<file path="src/rtl/RAM_shared_pkg.sv">
// rtl/RAM_shared_pkg.sv - shared RAM/SPI widths and SPI slave state encoding
//
// Purpose: the constants and state type that the SPI slave and the RAM
// both import. Keeping them here lets the two ends agree on frame and
// address widths.
//   ADDR_SIZE : RAM address/data width; an SPI frame is ADDR_SIZE+2 bits
//   MEM_DEPTH : number of RAM words
//   state_e   : SPI slave FSM states
package RAM_shared_pkg;

  localparam int ADDR_SIZE = 8;
  localparam int MEM_DEPTH = 256;

  typedef enum logic [2:0] {
    IDLE      = 3'd0,
    CHK_CMD   = 3'd1,
    WRITE     = 3'd2,
    READ_ADD  = 3'd3,
    READ_DATA = 3'd4
  } state_e;

endpackage

</file>
<file path="src/rtl/spi_slave_fsm.sv">
// rtl/spi_slave_fsm.sv - SPI slave frame decoder feeding a single-port RAM
//
// Purpose: the block receives ADDR_SIZE+2-bit frames on MOSI while SS_n is
// low and hands each complete frame to the RAM. A selector bit ahead of the
// frame picks the write path or the read path. The read path alternates
// between a read-address frame and a read-data frame. After a read-data
// frame the block returns the RAM word on MISO.
// Ports:
//   clk       - system clock, all logic on rising edge
//   rst_n     - asynchronous active-low reset
//   SS_n      - slave select, active-low, frames a transaction
//   MOSI      - serial data in, MSB first
//   MISO      - serial read data out, MSB first, 0 when idle
//   rx_data   - assembled frame, top two bits are the RAM command
//   rx_valid  - one-cycle strobe marking rx_data complete
//   tx_data   - read data returned by the RAM
//   tx_valid  - tx_data valid (only honoured while awaiting read data)
module spi_slave_fsm #(
  parameter int ADDR_SIZE = RAM_shared_pkg::ADDR_SIZE
) (
  input  logic                 clk,
  input  logic                 rst_n,
  input  logic                 SS_n,
  input  logic                 MOSI,
  output logic                 MISO,
  output logic [ADDR_SIZE+1:0] rx_data,
  output logic                 rx_valid,
  input  logic [ADDR_SIZE-1:0] tx_data,
  input  logic                 tx_valid
);

  import RAM_shared_pkg::*;

  localparam int FRAME_W  = ADDR_SIZE + 2;
  localparam int CNT_W    = $clog2(FRAME_W + 1);
  localparam int TX_CNT_W = $clog2(ADDR_SIZE + 1);

  state_e                 r_state;
  state_e                 w_state_next;

  logic [CNT_W-1:0]       r_bit_cnt;
  logic [FRAME_W-1:0]     r_shift;
  logic                   r_frame_done;   // rx_valid already issued this frame
  logic [ADDR_SIZE+1:0]   r_rx_data;
  logic                   r_rx_valid;
  logic                   r_rd_addr_flag; // next read frame carries data, not address
  logic [ADDR_SIZE-1:0]   r_tx_sr;
  logic [TX_CNT_W-1:0]    r_tx_cnt;       // MISO bits still to follow the current one
  logic                   r_tx_busy;
  logic                   r_tx_done;      // read word already returned this frame
  logic                   r_miso;

  always_ff @(posedge clk or negedge rst_n) begin
    if (!rst_n) begin
      r_state <= IDLE;
    end else begin
      r_state <= w_state_next;
    end
  end

  // Deselect wins from every state. Once in a data state the FSM stays
  // there until deselect; frame completion is tracked in the datapath.
  always_comb begin
    w_state_next = r_state;
    if (SS_n) begin
      w_state_next = IDLE;
    end else begin
      case (r_state)
        IDLE:    w_state_next = CHK_CMD;
        CHK_CMD: begin
          if (!MOSI) begin
            w_state_next = WRITE;
          end else if (r_rd_addr_flag) begin
            w_state_next = READ_DATA;
          end else begin
            w_state_next = READ_ADD;
          end
        end
        default: w_state_next = r_state;
      endcase
    end
  end

  always_ff @(posedge clk or negedge rst_n) begin
    if (!rst_n) begin
      r_bit_cnt      <= '0;
      r_shift        <= '0;
      r_frame_done   <= 1'b0;
      r_rx_data      <= '0;
      r_rx_valid     <= 1'b0;
      r_rd_addr_flag <= 1'b0;
      r_tx_sr        <= '0;
      r_tx_cnt       <= '0;
      r_tx_busy      <= 1'b0;
      r_tx_done      <= 1'b0;
      r_miso         <= 1'b0;
    end else begin
      r_rx_valid <= 1'b0;
      if (SS_n) begin
        // Abort or end of transaction: drop partial progress. rx_data and
        // rd_addr_flag survive so an aborted read-data frame can be retried.
        r_bit_cnt    <= '0;
        r_shift      <= '0;
        r_frame_done <= 1'b0;
        r_tx_sr      <= '0;
        r_tx_cnt     <= '0;
        r_tx_busy    <= 1'b0;
        r_tx_done    <= 1'b0;
        r_miso       <= 1'b0;
      end else begin
        case (r_state)
          WRITE, READ_ADD, READ_DATA: begin
            if (r_bit_cnt != CNT_W'(FRAME_W)) begin
              r_shift   <= {r_shift[FRAME_W-2:0], MOSI};
              r_bit_cnt <= r_bit_cnt + 1'b1;
            end else if (!r_frame_done) begin
              r_rx_data    <= r_shift;
              r_rx_valid   <= 1'b1;
              r_frame_done <= 1'b1;
              if (r_state == READ_ADD) begin
                r_rd_addr_flag <= 1'b1;
              end
            end else if (r_state == READ_DATA) begin
              if (r_tx_busy) begin
                if (r_tx_cnt != '0) begin
                  r_miso   <= r_tx_sr[ADDR_SIZE-1];
                  r_tx_sr  <= {r_tx_sr[ADDR_SIZE-2:0], 1'b0};
                  r_tx_cnt <= r_tx_cnt - 1'b1;
                end else begin
                  r_miso         <= 1'b0;
                  r_tx_busy      <= 1'b0;
                  r_tx_done      <= 1'b1;
                  r_rd_addr_flag <= 1'b0;
                end
              end else if (!r_tx_done && tx_valid) begin
                // The MSB goes straight to MISO; the rest queue in r_tx_sr.
                r_miso    <= tx_data[ADDR_SIZE-1];
                r_tx_sr   <= {tx_data[ADDR_SIZE-2:0], 1'b0};
                r_tx_cnt  <= TX_CNT_W'(ADDR_SIZE - 1);
                r_tx_busy <= 1'b1;
              end
            end
          end
          default: begin
          end
        endcase
      end
    end
  end

  assign MISO     = r_miso;
  assign rx_data  = r_rx_data;
  assign rx_valid = r_rx_valid;

endmodule
</file>
<file path="config.mk">
export PLATFORM = sky130hd
export DESIGN_NAME = spi_slave_fsm
export DESIGN_NICKNAME = d
export VERILOG_FILES = /design/src/rtl/RAM_shared_pkg.sv /design/src/rtl/spi_slave_fsm.sv
export SDC_FILE = /design/constraint.sdc
export NUM_CORES = 1
export LEC_CHECK = 0
export CORE_UTILIZATION = 50
export CTS_BUF_LIST = sky130_fd_sc_hd__clkbuf_2
export DETAILED_ROUTE_END_ITERATION = 12
export GPL_TIMING_DRIVEN = 1
export PLACE_DENSITY = 0.79
export SLEW_MARGIN = 20
export SYNTH_ARGS = -nofsm -noshare
export SYNTH_HDL_FRONTEND = slang
export SYNTH_SLANG_ARGS = --single-unit
export TNS_END_PERCENT = 1
</file>
<file path="constraint.sdc">
create_clock -name clk -period 2.1 [get_ports clk]
set_input_delay 0.63 -clock clk [delete_from_list [all_inputs] [get_ports clk]]
set_output_delay 0.63 -clock clk [all_outputs]
set_load 0.02 [all_outputs]
</file>
# ---- After elaboration in Yosys (flattened, before gate mapping)
# Index checks and enable logic that the tools add are counted.
dict set report word_totals {
  reg_bits 45
  input_bits 13
  wordCells 110
  output_inout_bits 12
}
dict set report op_classes {
  mux 61
  add_sub_neg 2
  eq_ne 11
  n_reduce_logical 21
  n_bitwise 3
}
# operator n
set ops {}
lappend ops {{$mux 8} 8}
lappend ops {{$mux 4} 11}
lappend ops {{$mux 1} 35}
lappend ops {{$mux 10} 3}
lappend ops {{$reduce_and 6->1} 2}
lappend ops {{$reduce_bool 2->1} 6}
lappend ops {{$mux 3} 3}
lappend ops {{$reduce_and 4->1} 2}
lappend ops {{$reduce_and 7->1} 1}
lappend ops {{$eq 3x2->1 const B} 2}
lappend ops {{$ne 2x2->1 const B} 3}
lappend ops {{$pmux 3 s2} 1}
lappend ops {{$reduce_bool 3->1} 2}
lappend ops {{$reduce_and 5->1} 1}
lappend ops {{$add 4x1->4 const B} 1}
lappend ops {{$ne 2x1->1 const B} 2}
lappend ops {{$ne 4x4->1 const B} 1}
lappend ops {{$reduce_and 2->1} 2}
lappend ops {{$reduce_bool 4->1} 1}
lappend ops {{$sub 4x1->4 const B} 1}
lappend ops {{$eq 3x1->1 const B} 1}
lappend ops {{$eq 3x3->1 const B} 1}
lappend ops {{$logic_not 3->1} 1}
lappend ops {{$ne 3x2->1 const B} 1}
lappend ops {{other kinds (4)} 6}

# ---- Longest topological paths before layout
# Gate-level depths: netlist of the first run.
dict set report depth {
  ltp_word 9
  ltp_mapped 8
  ltp_nobuf 6
}

# ---- Least setup slack after synthesis of the first run
# OpenSTA, ideal clock, no wires.
dict set report synth_timing {
  path_kind {input -> register}
  startpoint {input port SS_n}
  endpoint {register r_tx_cnt[3]}
  cell_stages 3
  setup_slack_ns 0.461
  setup_ns 0.101
  arrival_ns 1.538
  cell_sequence {clkbuf_8 -> or4b_2 -> o32ai_1}
}
dict set report synth_via {
  elab_chain_len 2
}
# element line_no
set synth_lines {}
lappend synth_lines {{start: declaration} spi_slave_fsm.sv:23} ;# input logic SS_n,
lappend synth_lines {{$ne 3x2->1 (no line), or another cell as far along} n/a}
lappend synth_lines {{$reduce_and 6->1 (no line)} n/a}
lappend synth_lines {{end signal: assignment} spi_slave_fsm.sv:128} ;# r_tx_cnt <= r_tx_cnt - 1'b1;
lappend synth_lines {{end signal: assignment} spi_slave_fsm.sv:139} ;# r_tx_cnt <= TX_CNT_W'(ADDR_SIZE - 1);
lappend synth_lines {{end: declaration} spi_slave_fsm.sv:48} ;# logic [TX_CNT_W-1:0] r_tx_cnt;
# Several ways; a longest one is shown, not always the timed one.
# A chain may end at the register's enable or synchronous reset.

# ---- Worst setup path after layout of the first run
dict set report layout_timing {
  startpoint {register r_miso, in the netlist MISO}
  endpoint {output port MISO}
}
# element line_no
set layout_lines {}
lappend layout_lines {{start: declaration} spi_slave_fsm.sv:51} ;# logic r_miso;
lappend layout_lines {{start signal: assignment} spi_slave_fsm.sv:126} ;# r_miso <= r_tx_sr[ADDR_SIZE-1];
lappend layout_lines {{start signal: assignment} spi_slave_fsm.sv:137} ;# r_miso <= tx_data[ADDR_SIZE-1];
lappend layout_lines {{end: declaration} spi_slave_fsm.sv:25} ;# output logic MISO,
# No word-level cell between the ends.

==> metrics.cfg, run 1 <==
[run_status]
status=finished clean

[critical_path]
setup.worst_path.start_class=flop
worstPathCellList=clkdlybuf4s50_1
slowest_stage=clkdlybuf4s50_1
worstSetupPathType=reg -> out
reg2regPathDepth=7
r2r_start=r_bit_cnt[0]
worstPathRequired_ns=1.47
r2r_setup_slack_ns=0.27
slowest_delay_ns=0.60
worstPathMaxFanout=2
cp.buffers_inverters=1
path_delay_family=buffers and inverters
worstPathArrival_ns=1.39
cp-end-kind=output pin
r2r-end=r_tx_sr[7]

[detailed_routing]
routed_wl_um=4160
via_count=1503
vias_per_cell=5.71
dr.pass1.iters=6
postRouteAntennaNets=0
first_iter_violations=126
drc=0
avgRoutedWirePerCell_um=15.8

[global_route]
grt_overflow=0
grt_usage_pct=20.2
grt_pass1_vias=1436
grt_start_max_net_pins=45
antenna_found_initial=0
grt_first_pass_wirelength_um=6700

[clocking]
cts_hold_buf=0
cts_num_sinks=44
clock_path_buffers=2
cts_setup_buffers=0
cts_tree=done
cts-root-buf=clkbuf_2
cts_buffers=5
ctsResizeCount=0
worstSkewPairLatency_ns=0.41
clkTransAtPathRegs_ns=0.20
htree_levels=2

[logic_synthesis]
synth_area_leaders=dfrtp_1 50%, mux2i_1 7.3%, mux2_4 6.1%
synth_cells=182
synth_ff_type=dfrtp_1
synth-seq-area-share_pct=50.0
synth_edf_count=0
syn_avg_cell_area_um2=12.1
yosysUniqueCellTypes=53
synthArstFlopShare_pct=100
mappedNetlistArea_mm2=0.00220
yosysMostFrequentCell=dfrtp_1
synth.top_cell.area_share_pct=50.0
syn-num-nets=198
synth-seq-cells=44
synth_commonest_cells=44 x dfrtp_1, 22 x nor2_1, 16 x mux2i_1
yosysWarnings=0
yosys.area.top_type=dfrtp_1

[floorplanning]
core-area_mm2=0.00412
ios=25
dieArea_mm2=0.00467
start_util_pct=53.5
placementRows=23
die_x_um=68.3
die_height_um=68.3

[sta]
relSlewSlack_pct=45.7
max_freq_ghz=0.495
period_share_pct=96.2
setup_violations=0
skew_ns=0.00662
finalSetupTns_ns=0
rsz0062_at_grt=no
worst_pin_slew_ns=0.814
hold_viol=0
finalCriticalPeriod_ns=2.02
drv_slew=0
worst_hold_slack_ns=0.145

[place]
port_buffers=24
dpl.hpwl_um=2800
gp_congestion=0.871
dp_cells=256

[pwr]
cellLeakagePower_nw=1.37
finalPower_mw=1.34
powerDensity_mw_per_mm2=522
ir_drop_v=0.000299

[worst_hold_path]
min_path_type=in -> async

[layout]
syn_to_final_growth_pct=16.9
layoutNonFillerInstCount=263
drive_gt1_share_pct=20.7
diodes=0
nNetsFinal=229

[run]
max_cap_viol_count=0

[area by class of cell]
cell class,count,area [um2]
Fill cell,334,1540
Sequential cell,44,1100
Multi-Input combinational cell,118,961
Timing Repair Buffer,34,373
Tap cell,50,62.6
Inverter,10,37.5
Clock buffer,5,25.0
Clock inverter,2,12.5
[flip-flops by register name, indices dropped and copies added, names as in the netlist]
name            flops
MISO                1
r_tx_busy           1
r_bit_cnt           4
r_frame_done        1
rx_valid            1
r_tx_done           1
r_state             3
r_rd_addr_flag      1
r_tx_sr             7
rx_data            10
r_shift            10
r_tx_cnt            4
[cell usage in the layout, fill, tap and decap left out, types with 2 or more instances in the layout]
master           count
nor2_1              22
o21ai_0              3
o211ai_1             2
buf_12               3
nand3_1              4
mux2_2               2
a21oi_1              6
buf_4                7
nand2_1              4
nor4_1               6
dlymetal6s2s_1      10
inv_1                9
a31o_1               6
mux2i_1             16
mux2_4               9
xor2_1               2
clkdlybuf4s50_1     13
dfrtp_1             44
a211oi_1             2
clkbuf_2             5
ha_1                 3
a41oi_1              2
[worst reg2reg max path, cell delays in order (launching register included)]
cell and delay [ns]:
dfrtp_1 0.44, inv_1 0.10, ha_1 0.18, and3b_1 0.20, buf_4 0.15, nand3_1 0.20
nor4_1 0.37, a31o_1 0.14
[kinds of logic after synthesis]
logic type	count (synthesis)	share of synthesized area, %
fa+ha+maj	3	1.71
flops	44	50.0
buf+inv	20	6.31
simple gates	54	14.7
compound gates	31	11.7
mux	27	14.4
xor+xnor	3	1.19
[power by group]
group	switching [mW]	internal [mW]	total, mW	leakage [nW]
clock network	0.268	0.0733	0.341	0.0248
logic	0.0697	0.0600	0.130	0.736
registers	0.0134	0.858	0.871	0.611
total	0.351	0.991	1.34	1.37
[per-layer routing]
layer / routed length [um] / track usage (%)
met4: 102 / 11.5
met3: 136 / 4.00
met5: 0 / 0
met1: 1950 / 26.8
met2: 1970 / 30.6
[worst max path at each step]
| stage | from | end | slack [ns] | cells past startpoint |
|---|---|---|---|---|
| 3_5_place_dp | SS_n | r_tx_cnt[3] | 0.03 | 3 |
| 3_3_place_gp | tx_valid | r_tx_sr[7] | 0.06 | 7 |
| 5_1_grt | rx_valid | rx_valid | 0.001 | 1 |
| 4_1_cts | rx_data[6] | rx_data[6] | 0.005 | 1 |
| 6_report | MISO | MISO | 0.08 | 1 |
| 2_1_floorplan | SS_n | r_tx_cnt[3] | 0.46 | 3 |
[per-stage QoR]
stage / setup slack [ns] / utilization, % / cell area, um2
floorplan: 0.461 / - / 2200
global placement: 0.0583 / 61.0 / 2510
detailed placement: 0.0332 / 61.0 / 2510
CTS: 0.00484 / 61.9 / 2550
global route: 0.00146 / 62.5 / 2570
finish: 0.0792 / 62.5 / 2570
Power figures use the tool's default switching activity.
==> run 2: changes to the inputs <==
Settings changed: GPL_ROUTABILITY_DRIVEN set to 0, SLEW_MARGIN 20 to not set.
==> results of run 2 <==
Final layout, timing and power as in run 1 (identical DEF).
==> run 3: changes to the inputs <==
Clock period 2.1 ns to 2.28 ns, I/O delays scaled along.
==> metrics.cfg, run 3 (same netlist as run 1, synthesis figures left out) <==
[layout]
final_cell_mix=44 x dfrtp_1, 23 x clkdlybuf4s50_1, 22 x nor2_1, 16 x mux2i_1
drive_gt1_share_pct=19.1  ; -1.5 points
syn_to_final_growth_pct=13.1
nNetsFinal=225  ; -1.7%
final_common_cell=dfrtp_1
diodes=0  ; unchanged

[detailed_routing]
postRouteAntennaNets=0  ; unchanged
vias_per_cell=5.74  ; +0.40%
first_iter_violations=67  ; -47%
routed_wl_um=4040  ; -3.0%
drc=0  ; unchanged
dr.pass1.iters=7  ; +1
avgRoutedWirePerCell_um=15.6  ; -1.5%
via_count=1486  ; -1.1%

[sta]
skew_ns=0.0311  ; +0.0245 ns
worst_pin_slew_ns=0.814  ; +0.000113 ns
rsz0062_at_grt=no
relSlewSlack_pct=45.7  ; about the same
finalSetupTns_ns=0  ; unchanged
finalCriticalPeriod_ns=2.10
worst_slack_ns=0.181  ; +0.102 ns
max_freq_ghz=0.476
drv_slew=0  ; unchanged
setup_violations=0  ; unchanged
period_share_pct=92.0
hold_viol=0  ; unchanged

[floorplanning]
ios=25  ; unchanged
die_x_um=68.3  ; unchanged
core-area_mm2=0.00412  ; unchanged
start_util_pct=53.5  ; unchanged
placementRows=23  ; unchanged
die_height_um=68.3  ; unchanged
dieArea_mm2=0.00467  ; unchanged

[global_route]
grt_overflow=0  ; unchanged
grtUsageMet1_pct=26.5  ; -0.23 points
use_met3_pct=5.00  ; +1.0 points
antenna_found_initial=0  ; unchanged
use_met2_pct=29.7  ; -0.98 points
grt_usage_pct=19.5  ; -0.73 points
grt_first_pass_wirelength_um=6610  ; -1.3%
grt_pass1_vias=1417  ; -1.3%
grt_start_max_net_pins=45  ; unchanged
busiest_layer=met2

[clocking]
worstSkewPairLatency_ns=0.42  ; about the same
cts_num_sinks=44  ; unchanged
clock_path_buffers=2  ; unchanged
clkTransAtPathRegs_ns=0.22  ; +0.02 ns
cts-root-buf=clkbuf_2
cts_hold_buf=0  ; unchanged
cts_buffers=5  ; unchanged
ctsResizeCount=0  ; unchanged
cts_tree=done
htree_levels=2  ; unchanged
cts_setup_buffers=0  ; unchanged

[pwr]
cellLeakagePower_nw=1.16  ; -16%
powerDensity_mw_per_mm2=493  ; -5.5%
ir_drop_v=0.000319  ; +6.9%

[critical_path]
startpoint=rx_data[3]
slowest_stage=clkdlybuf4s50_1
worstSetupPathType=reg -> out
worstPathMaxFanout=2  ; unchanged
r2r_setup_slack_ns=0.44  ; +0.17 ns
slowest_delay_ns=0.61  ; about the same
path_delay_family=buffers and inverters
r2r_start=r_bit_cnt[0]
worstPathCellList=clkdlybuf4s50_1
worstPathArrival_ns=1.41  ; +0.02 ns
cp-end-kind=output pin
setup.worst_path.start_class=flop
cp.buffers_inverters=1  ; unchanged
worstPathRequired_ns=1.60  ; +0.13 ns

[run_status]
status=finished clean

[worst_hold_path]
min_path_type=in -> async

[place]
dpl.hpwl_um=2750  ; -2.1%
place_ws_ns=0.0380  ; +0.00477 ns
port_buffers=24  ; unchanged

[run]
max_cap_viol_count=0  ; unchanged

## run 3: changes by cell type in the layout (fill, tap and decap cells not counted), sizes merged
cell and change:
clkinvlp -1, clkbuf +1, buf -4, clkdlybuf4s50 +10, dlymetal6s2s -10
## run 3: where the power goes
group	switching (mW)	internal [mW]	total (mW)
combinational	0.0644	0.0508	0.115
clock	0.237	0.0730	0.310
sequential	0.0125	0.790	0.803
total	0.314	0.914	1.23
## run 3: layout make-up
cell class / instances / area [um2]
clock buffer: 6 / 30.0
clock inverter: 1 / 5.00
fill: 331 / 1630
inverter: 10 / 37.5
multi-input combinational: 118 / 961
sequential: 44 / 1100
tap: 50 / 62.6
timing repair buffer: 30 / 293
## run 3: stage by stage
step / hold slack, ns / instances / util [%] / total power [mW] / area (um2)
2_1_floorplan: 0.388 / 182 / - / 0.883 / 2200
3_3_place_gp: 0.486 / 252 / 59.7 / 0.929 / 2450
6_report: 0.295 / 259 / 60.5 / 1.23 / 2490
5_1_grt: 0.315 / 259 / 60.5 / 1.28 / 2490
4_1_cts: 0.303 / 259 / 60.5 / 1.24 / 2490
3_5_place_dp: 0.496 / 252 / 59.7 / 0.932 / 2450
## run 3: path summary, 6_finish.rpt
kind,endpoint,depth (start not counted)
max,rx_data[3],1
min,r_tx_sr[1],2
max reg2reg,r_tx_sr[7],6
min reg2reg,r_tx_sr[6],1
max in group asynchronous,r_state[2],2
min in group clk,r_tx_sr[6],1
## run 3: routing by layer
| metal | share of wire [%] | vias up |
|---|---|---|
| met5 | 0 | - |
| met4 | 1.7 | 0 |
| met3 | 3.2 | 7 |
| met2 | 48 | 26 |
| met1 | 47 | 742 |
| li1 | - | 711 |
